[config.mk]
export PLATFORM = sky130hd
export DESIGN_NAME = pc_jump_ctrl
export DESIGN_NICKNAME = d
export VERILOG_FILES = /design/src/rtl/pc_jump_ctrl_pkg.sv /design/src/rtl/pc_jump_ctrl_decode.sv /design/src/rtl/pc_jump_ctrl.sv
export SDC_FILE = /design/constraint.sdc
export NUM_CORES = 1
export LEC_CHECK = 0
export ABC_CLOCK_PERIOD_IN_PS = 3100
export CORE_UTILIZATION = 37
export CTS_CLUSTER_SIZE = 40
export DETAILED_ROUTE_END_ITERATION = 6
export HOLD_SLACK_MARGIN = 0.12
export PLACE_DENSITY = 0.91
export SYNTH_ARGS = -nofsm -noshare
export SYNTH_HDL_FRONTEND = slang
export SYNTH_SLANG_ARGS = --single-unit
export TNS_END_PERCENT = 5
[constraint.sdc]
create_clock -name clk -period 3.1 [get_ports clk]
set_input_delay 0.62 -clock clk [delete_from_list [all_inputs] [get_ports clk]]
set_output_delay 0.62 -clock clk [all_outputs]
set_load 0.03 [all_outputs]
[src/rtl/pc_jump_ctrl_pkg.sv]
// Package pc_ctrl_defs: shared constants and types for the jump/PC control.
//   - MIPS opcode/funct values for J, JAL and JR decode
//   - next-PC mux select encodings
//   - control FSM state encoding
// Bit-numbering note: the instruction set documents bit 0 as the MSB. All
// vectors here are declared [31:0] with bit 31 as the MSB, so documented
// bits [0:5] are [31:26] here, [26:31] are [5:0], and so on.
package pc_ctrl_defs;

  localparam logic [5:0] OP_J     = 6'b000010;
  localparam logic [5:0] OP_JAL   = 6'b000011;
  localparam logic [5:0] OP_RTYPE = 6'b000000;
  localparam logic [5:0] FN_JR    = 6'b001000;

  localparam logic [1:0] SEL_JUMP = 2'b00;
  localparam logic [1:0] SEL_SEQ  = 2'b01;
  localparam logic [1:0] SEL_JR   = 2'b10;

  typedef enum logic [1:0] {
    ST_RUN     = 2'd0,
    ST_JR_WAIT = 2'd1,
    ST_FLUSH   = 2'd2,
    ST_ERR     = 2'd3
  } state_e;

endpackage

[src/rtl/pc_jump_ctrl_decode.sv]
// jump_decode: purely combinational instruction classifier.
// Ports:
//   instr       in  32  fetched instruction ([31:26] opcode, [5:0] funct)
//   pc_hi       in  4   upper nibble of pc + 4 (region kept by J/JAL)
//   is_j        out 1   instruction is J
//   is_jal      out 1   instruction is JAL
//   is_jr       out 1   instruction is JR
//   jump_target out 32  {pc_hi, instr[25:0], 2'b00}
module jump_decode
  import pc_ctrl_defs::*;
(
  input  logic [31:0] instr,
  input  logic [3:0]  pc_hi,
  output logic        is_j,
  output logic        is_jal,
  output logic        is_jr,
  output logic [31:0] jump_target
);

  assign is_j        = (instr[31:26] == OP_J);
  assign is_jal      = (instr[31:26] == OP_JAL);
  assign is_jr       = (instr[31:26] == OP_RTYPE) && (instr[5:0] == FN_JR);
  assign jump_target = {pc_hi, instr[25:0], 2'b00};

endmodule

[src/rtl/pc_jump_ctrl.sv]
// pc_jump_ctrl: PC register plus control FSM for J / JAL / JR.
// Ports:
//   clk, reset   in      clock (rising) and async active-high reset
//   instr        in  32  fetched instruction
//   instr_valid  in  1   instr is a new instruction this cycle
//   stall        in  1   freezes PC, FSM, flush counter; kills link_we
//   rs_data      in  32  rs value, JR target
//   rs_valid     in  1   rs_data is hazard-free
//   pc_next_in   in  32  next-PC mux output, loaded into pc when pc_we
//   jump_sel     out 2   mux select: 00 jump, 01 sequential, 10 JR
//   jump_target  out 32  J/JAL target (mux input 00)
//   jr_target    out 32  rs_data pass-through (mux input 10)
//   pc           out 32  program counter
//   pc_plus4     out 32  pc + 4 (mod 2^32)
//   flush        out 1   high while in FLUSH
//   link_we      out 1   $31 write strobe in the JAL decode cycle
//   link_addr    out 32  pc_plus4 captured at the JAL decode
//   addr_err     out 1   sticky misaligned-JR flag
// Handshake: instr is consumed only in a cycle where instr_valid=1, the FSM
// is in RUN and stall=0; there is no back-pressure signal, a stalled or
// ignored instruction must be re-presented by the fetch stage.
// The FSM state is available to checkers as the internal signal 'state'.
module pc_jump_ctrl
  import pc_ctrl_defs::*;
#(
  parameter logic [31:0] RESET_PC     = 32'h0000_0000,
  parameter int unsigned FLUSH_CYCLES = 1
) (
  input  logic        clk,
  input  logic        reset,
  input  logic [31:0] instr,
  input  logic        instr_valid,
  input  logic        stall,
  input  logic [31:0] rs_data,
  input  logic        rs_valid,
  input  logic [31:0] pc_next_in,
  output logic [1:0]  jump_sel,
  output logic [31:0] jump_target,
  output logic [31:0] jr_target,
  output logic [31:0] pc,
  output logic [31:0] pc_plus4,
  output logic        flush,
  output logic        link_we,
  output logic [31:0] link_addr,
  output logic        addr_err
);

  localparam logic [1:0] FC = FLUSH_CYCLES[1:0];

  state_e      state, state_d;
  logic [1:0]  cnt, cnt_d;
  logic        pc_we;
  logic        err_set;
  logic        is_j, is_jal, is_jr;
  logic        jr_ok, jr_bad;

  jump_decode u_decode (
    .instr       (instr),
    .pc_hi       (pc_plus4[31:28]),
    .is_j        (is_j),
    .is_jal      (is_jal),
    .is_jr       (is_jr),
    .jump_target (jump_target)
  );

  assign pc_plus4  = pc + 32'd4;
  assign jr_target = rs_data;
  assign flush     = (state == ST_FLUSH);

  // A JR resolves only once rs is hazard-free; the low two bits decide
  // between taking the jump and trapping into ERR.
  assign jr_ok  = rs_valid && (rs_data[1:0] == 2'b00);
  assign jr_bad = rs_valid && (rs_data[1:0] != 2'b00);

  always_comb begin
    state_d  = state;
    cnt_d    = cnt;
    pc_we    = 1'b0;
    jump_sel = SEL_SEQ;
    link_we  = 1'b0;
    err_set  = 1'b0;
    case (state)
      ST_RUN: begin
        if (instr_valid) begin
          if (is_j || is_jal) begin
            jump_sel = SEL_JUMP;
            pc_we    = 1'b1;
            state_d  = ST_FLUSH;
            cnt_d    = FC;
            link_we  = is_jal;
          end else if (is_jr) begin
            if (jr_ok) begin
              jump_sel = SEL_JR;
              pc_we    = 1'b1;
              state_d  = ST_FLUSH;
              cnt_d    = FC;
            end else if (jr_bad) begin
              err_set = 1'b1;
              state_d = ST_ERR;
            end else begin
              state_d = ST_JR_WAIT;
            end
          end else begin
            pc_we = 1'b1;
          end
        end
      end
      ST_JR_WAIT: begin
        if (jr_ok) begin
          jump_sel = SEL_JR;
          pc_we    = 1'b1;
          state_d  = ST_FLUSH;
          cnt_d    = FC;
        end else if (jr_bad) begin
          err_set = 1'b1;
          state_d = ST_ERR;
        end
      end
      ST_FLUSH: begin
        // cnt holds the flush cycles remaining including this one.
        if (cnt <= 2'd1) begin
          cnt_d   = 2'd0;
          state_d = ST_RUN;
        end else begin
          cnt_d = cnt - 2'd1;
        end
      end
      default: ;  // ST_ERR: frozen until reset
    endcase
    // Stall wins over everything: nothing advances and no strobe escapes.
    if (stall) begin
      state_d = state;
      cnt_d   = cnt;
      pc_we   = 1'b0;
      link_we = 1'b0;
      err_set = 1'b0;
    end
  end

  always_ff @(posedge clk or posedge reset) begin
    if (reset) begin
      state     <= ST_RUN;
      cnt       <= 2'd0;
      pc        <= RESET_PC;
      link_addr <= 32'd0;
      addr_err  <= 1'b0;
    end else begin
      state <= state_d;
      cnt   <= cnt_d;
      if (pc_we)   pc        <= pc_next_in;
      if (link_we) link_addr <= pc_plus4;
      if (err_set) addr_err  <= 1'b1;
    end
  end

endmodule
# == Word level (Yosys, flattened, before mapping) ==
# Index checks and enable logic that the tools add are counted.
# Widths: inputs -> output; s select.
# totals
ff_bits,69
inputBits,101
output_inout_bits,165
wordCells,66
# op_classes
add_sub_neg,2
magnitude_cmp,1
n_eq_ne,9
n_mux,37
bitwise_logic,1
reduce_logical,11
# ops
op,n
$mux 2,17
$add 32x3->32 const B,1
$mux 1,15
$eq 6x2->1 const B,2
$pmux 2 s3,2
$eq 6x4->1 const B,1
$logic_not 6->1,1
$ne 3x3->1 const B,2
$reduce_and 6->1,1
$logic_not 2->1,2
$pmux 1 s2,2
$pmux 2 s2,1
$reduce_and 4->1,1
$logic_and 1x1->1,3
$reduce_bool 3->1,1
$eq 2x1->1 const B,1
$eq 2x2->1 const B,1
$le 2x1->1 const B,1
$ne 2x1->1 const B,1
$ne 2x2->1 const B,1
$reduce_bool 2->1,1
$sub 2x1->2 const B,1
$logic_or 1x1->1,1
$not 1->1,1

# == Depth between registers and ports, before layout ==
# depth
depth_word,9
mapped_depth,11
depth_no_buf,7

# == Modules after synthesis ==
# Synthesis repeated with hierarchy kept, for this count alone.
# hier_totals
cells_unflattened,350
hier_area_um2,3873.7
# modules_own_cells
module,n_inst,cells_each,area_per_inst_um2,seq_area_each_um2
pc_jump_ctrl,1,311,3580.9,1726.7
jump_decode,1,39,292.8,0.0

# == Least setup slack after synthesis ==
# Ideal clock, no wire load.
# synth_timing
kind,flip-flop to output port
from,reg pc[2]
to,out pc_plus4[30]
arrival_time_ns,2.735
required_time_ns,2.480
slack_ns,-0.255
stages_incl_launch_ff,7
path_buffers,1
cell_sequence,dfrtp_1 > ha_1 > nand3_2 > nor4_1 > nand3_1 > xnor2_1 > buf_4
# synth_via
elab_chain_cells,1
# synth_rtl
item,line_no,source
start: declaration,pc_jump_ctrl.sv:40,"output logic [31:0] pc,"
start signal: assignment,pc_jump_ctrl.sv:150,if (pc_we) pc <= pc_next_in;
$add 32x3->32,pc_jump_ctrl.sv:66,assign pc_plus4 = pc + 32'd4;
end: declaration,pc_jump_ctrl.sv:41,"output logic [31:0] pc_plus4,"
# No other way between the ends.

# == Final worst setup path ==
# layout_timing
from,reg pc[3]
to,out pc_plus4[22]
# The elaborated chain is that of the path after synthesis.

==> flow_summary_export.csv <==
group,metric,value,unit
placement,pre_cts_ws,-102,ps
clock_network,cts_root_buf,"clkbuf_8",
synthesis,synth_area_leader_cell,"dfrtp_1",
power,cellLeakagePower,2.50,nW
route,final_antenna_net_count,0,
synthesis,ys_top_cells_by_count,"69 x dfrtp_1, 68 x buf_4, 44 x mux2_2",
route,routed_wl,12900,um
global_routing,grt_pass1_wl,19900,um
route,drtIter0Drc,149,
clock_network,clock-sinks,69,
synthesis,synth-main-ff-cell,"dfrtp_1",
synthesis,syn_inst,410,
worst_setup_path,path_class,"register to output pin",
route,wl_per_cell,19.1,um
worst_setup_path,crit_arrival,2390,ps
worst_setup_path,crit_family,"simple AND/OR/NAND/NOR gates",
synthesis,syn_area,0.00408,mm^2
floorplanning,rows,37,
clock_network,cts.clk_slew.worst_paths,70,ps
synthesis,synth-simple-area-share,17.3,%
floorplanning,coreArea,0.0105,mm^2
floorplanning,ioPinCount,266,
clock_network,cts.path.max_buffers,2,
sta,hold_viol,0,
global_routing,grt_pass1_vias,3678,
worst_setup_path,startpoint_type,"register",
run_status,status,"completed",
synthesis,synth-compound-area-share,7.34,%
sta,fin_crit_sh,97.0,%
worst_setup_path,required,2480,ps
clock_network,hold_buffers,0,
sta,clock_skew,7.02,ps
route,vias_per_cell,5.23,
synthesis,synth_xor_area_share,3.65,%
synthesis,yosysTopAreaCellShare,42.4,%
power,p_per_area,974,mW/mm^2
power,ir_worst_vdd,544,uV
worst_setup_path,cp-end-kind,"output pin",
synthesis,ys_ff_latch,69,
route,vias,3523,
synthesis,syn_avg_cell_area,9.94,um^2
floorplanning,start_util,38.8,%
synthesis,synth_mux_area_share,12.6,%
sta,worst_slack,92.4,ps
placement,gp_congestion,0.834,
worst_setup_path,crit_path_frequent_cell,"buf_4",
worst_setup_path,r2r_slack,740,ps
layout,fin_area,0.00584,mm^2
sta,drv_slew,0,
synthesis,ys_async_sr_fraction,100,%
placement,port_buffers,163,
layout,area_growth_syn_to_layout,43.3,%
sta,relSlewSlack,52.4,%
placement,placedInstanceArea,0.00557,mm^2
route,route.detailed.drc,0,
sta,setup_violations,0,
worst_setup_path,crit_cells,7,
synthesis,synth-edff-count,0,
synthesis,synth_top_family_by_area,"simple AND/OR/NAND/NOR gates",
sta,min_period,3010,ps
floorplanning,die_w,107,um
hold_path,min_to,"addr_err$_DFFE_PP0P_",
worst_setup_path,worst-path-buf-inv,2,
worst_setup_path,rr_startpoint,"state[0]$_DFFE_PP0P_",
worst_setup_path,crit_fanout,6,
global_routing,grt_use_total,22.9,%
synthesis,yosysMostFrequentCell,"dfrtp_1",
global_routing,grt_max_degree,43,
global_routing,grt_antenna_before_repair,0,
route,firstDrtPassIters,4,
synthesis,synth_seq_area_share,42.4,%
layout,finalNetCount,637,
clock_network,tritoncts,"built",
synthesis,synth_cell_types,54,
placement,dp_hpwl,10000,um
clock_network,ctsHtreeMaxLevel,3,
synthesis,synth_fa_ha_area_share,1.23,%
sta,fmax,0.332,GHz
floorplanning,dieArea,0.0114,mm^2
worst_setup_path,cpMaxStageDelayCell,"or4_4",
worst_setup_path,cp_cell_sequence,"ha_2 -> nand3_2 -> or4_4 -> buf_4 -> or3_1 -> nand2_1 -> buf_4",
worst_setup_path,r2r-end,"link_addr[18]$_DFFE_PP0P_",
worst_setup_path,cp_slowest_stage_delay,560,ps
layout,drive_above_1_share,26.3,%
hold_path,hold_start,"addr_err$_DFFE_PP0P_",
clock_network,cts-buffers-inserted,9,
hold_path,min_path_cells,1,
sta,worst_slew_pin_slew,712,ps
hold_path,hp-class,"register to register",
sta,grt_setup_unrepaired,"false",
floorplanning,die_h,107,um
clock_network,clock_latency,340,ps
synthesis,synth.area.top_cells,"dfrtp_1 42%, buf_4 13%, mux2_2 12%",
worst_setup_path,worst-r2r-cell-count,7,
synthesis,synth_warnings,0,
global_routing,grt_remaining_overflow,0,
flow_run,maxCapViolations,0,
layout,diodes,0,
[stage by stage]
stage               TNS [ps]  total power [mW]  hold WS (ps)  utilization, %  std cells
CTS                    -8.59              5.66           487            54.9        668
global placement       -94.5              4.88           466            53.0        652
floorplan                  0              3.60           488               -        411
detailed placement      -102              4.96           471            53.0        652
global route               0              5.97           521            55.6        673
finish                     0              5.68           477            55.6        673
[per-layer routing]
layer  up-vias  global-route usage [%]  part of all wire, %
li1       1620                       -                    -
met1      1673                    25.3                   37
met2       183                    40.1                   52
met3        47                    5.71                  7.6
met4         0                    12.5                  4.0
met5         -                       0                    0
[worst max path at each step]
stage                    to              start  slack (ps)
6_report       pc_plus4[22]  pc[3]$_DFFE_PP0P_          90
5_1_grt        pc_plus4[23]  pc[9]$_DFFE_PP0P_          10
4_1_cts        pc_plus4[29]  pc[2]$_DFFE_PP0P_          -4
3_5_place_dp    jump_sel[0]           rs_valid        -100
3_3_place_gp    jump_sel[0]           rs_valid         -90
2_1_floorplan  pc_plus4[31]  pc[4]$_DFFE_PP0P_          10
[power by group]
part,total [mW],switching (mW),internal [mW]
Combinational,3.41,1.92,1.49
Sequential,1.58,0.392,1.19
Clock,0.690,0.333,0.357
[layout by cell type (no fill, tap or decap), types with 4 or more instances in the layout]
cell type / instances
clkdlybuf4s50_1: 135
nand3_1: 16
dfrtp_1: 58
dlygate4sd2_1: 6
a31oi_1: 12
nor3_1: 4
or3_1: 4
nor4_1: 9
inv_1: 13
xnor2_1: 9
or4_4: 4
mux2_2: 44
nand2_1: 35
nand4_1: 7
xor2_1: 7
o21ai_0: 9
nor2_1: 28
a21oi_1: 4
buf_4: 38
buf_12: 10
clkbuf_8: 12
dfrtp_2: 11
[state kept, by name, indices dropped and copies added (netlist names)]
| name | count |
|---|---|
| pc | 32 |
| addr_err | 1 |
| cnt | 2 |
| state | 2 |
| link_addr | 32 |
[final cells by class]
class,count,area [um^2]
inverters,15,56.3
fillers,911,4670
multi-input cells,246,1780
well taps,136,170
clock inverters,1,5.00
repair buffers,191,1910
clock buffers,15,176
flip-flops and latches,69,1740
[timing repair]
action,4_1_cts,5_1_grt
pin swaps,1,3
setup endpoints to repair,17,10
resized for setup,13,13
cloned,0,0
buffers inserted,0,5
endpoints found under the hold margin,0,0
[kinds of logic (layout without fill, tap and decap cells)]
logic type,after synthesis,in the layout
and+or+nand+nor,133,133
buffers and inverters,96,222
DFF,69,69
muxes,46,46
AOI/OAI and AO/OA,44,44
xor gates and xnor gates,17,17
adders and majority gates,4,4
other,1,2
[worst register-to-register path: cells and delay by family, from the launching register on]
family | cells | cell delay [ps]
fa+ha+maj | 1 | 380
simple gates | 4 | 1210
flops | 1 | 390
buf+inv | 2 | 320
No activity file was read; power rests on OpenSTA's default activity.
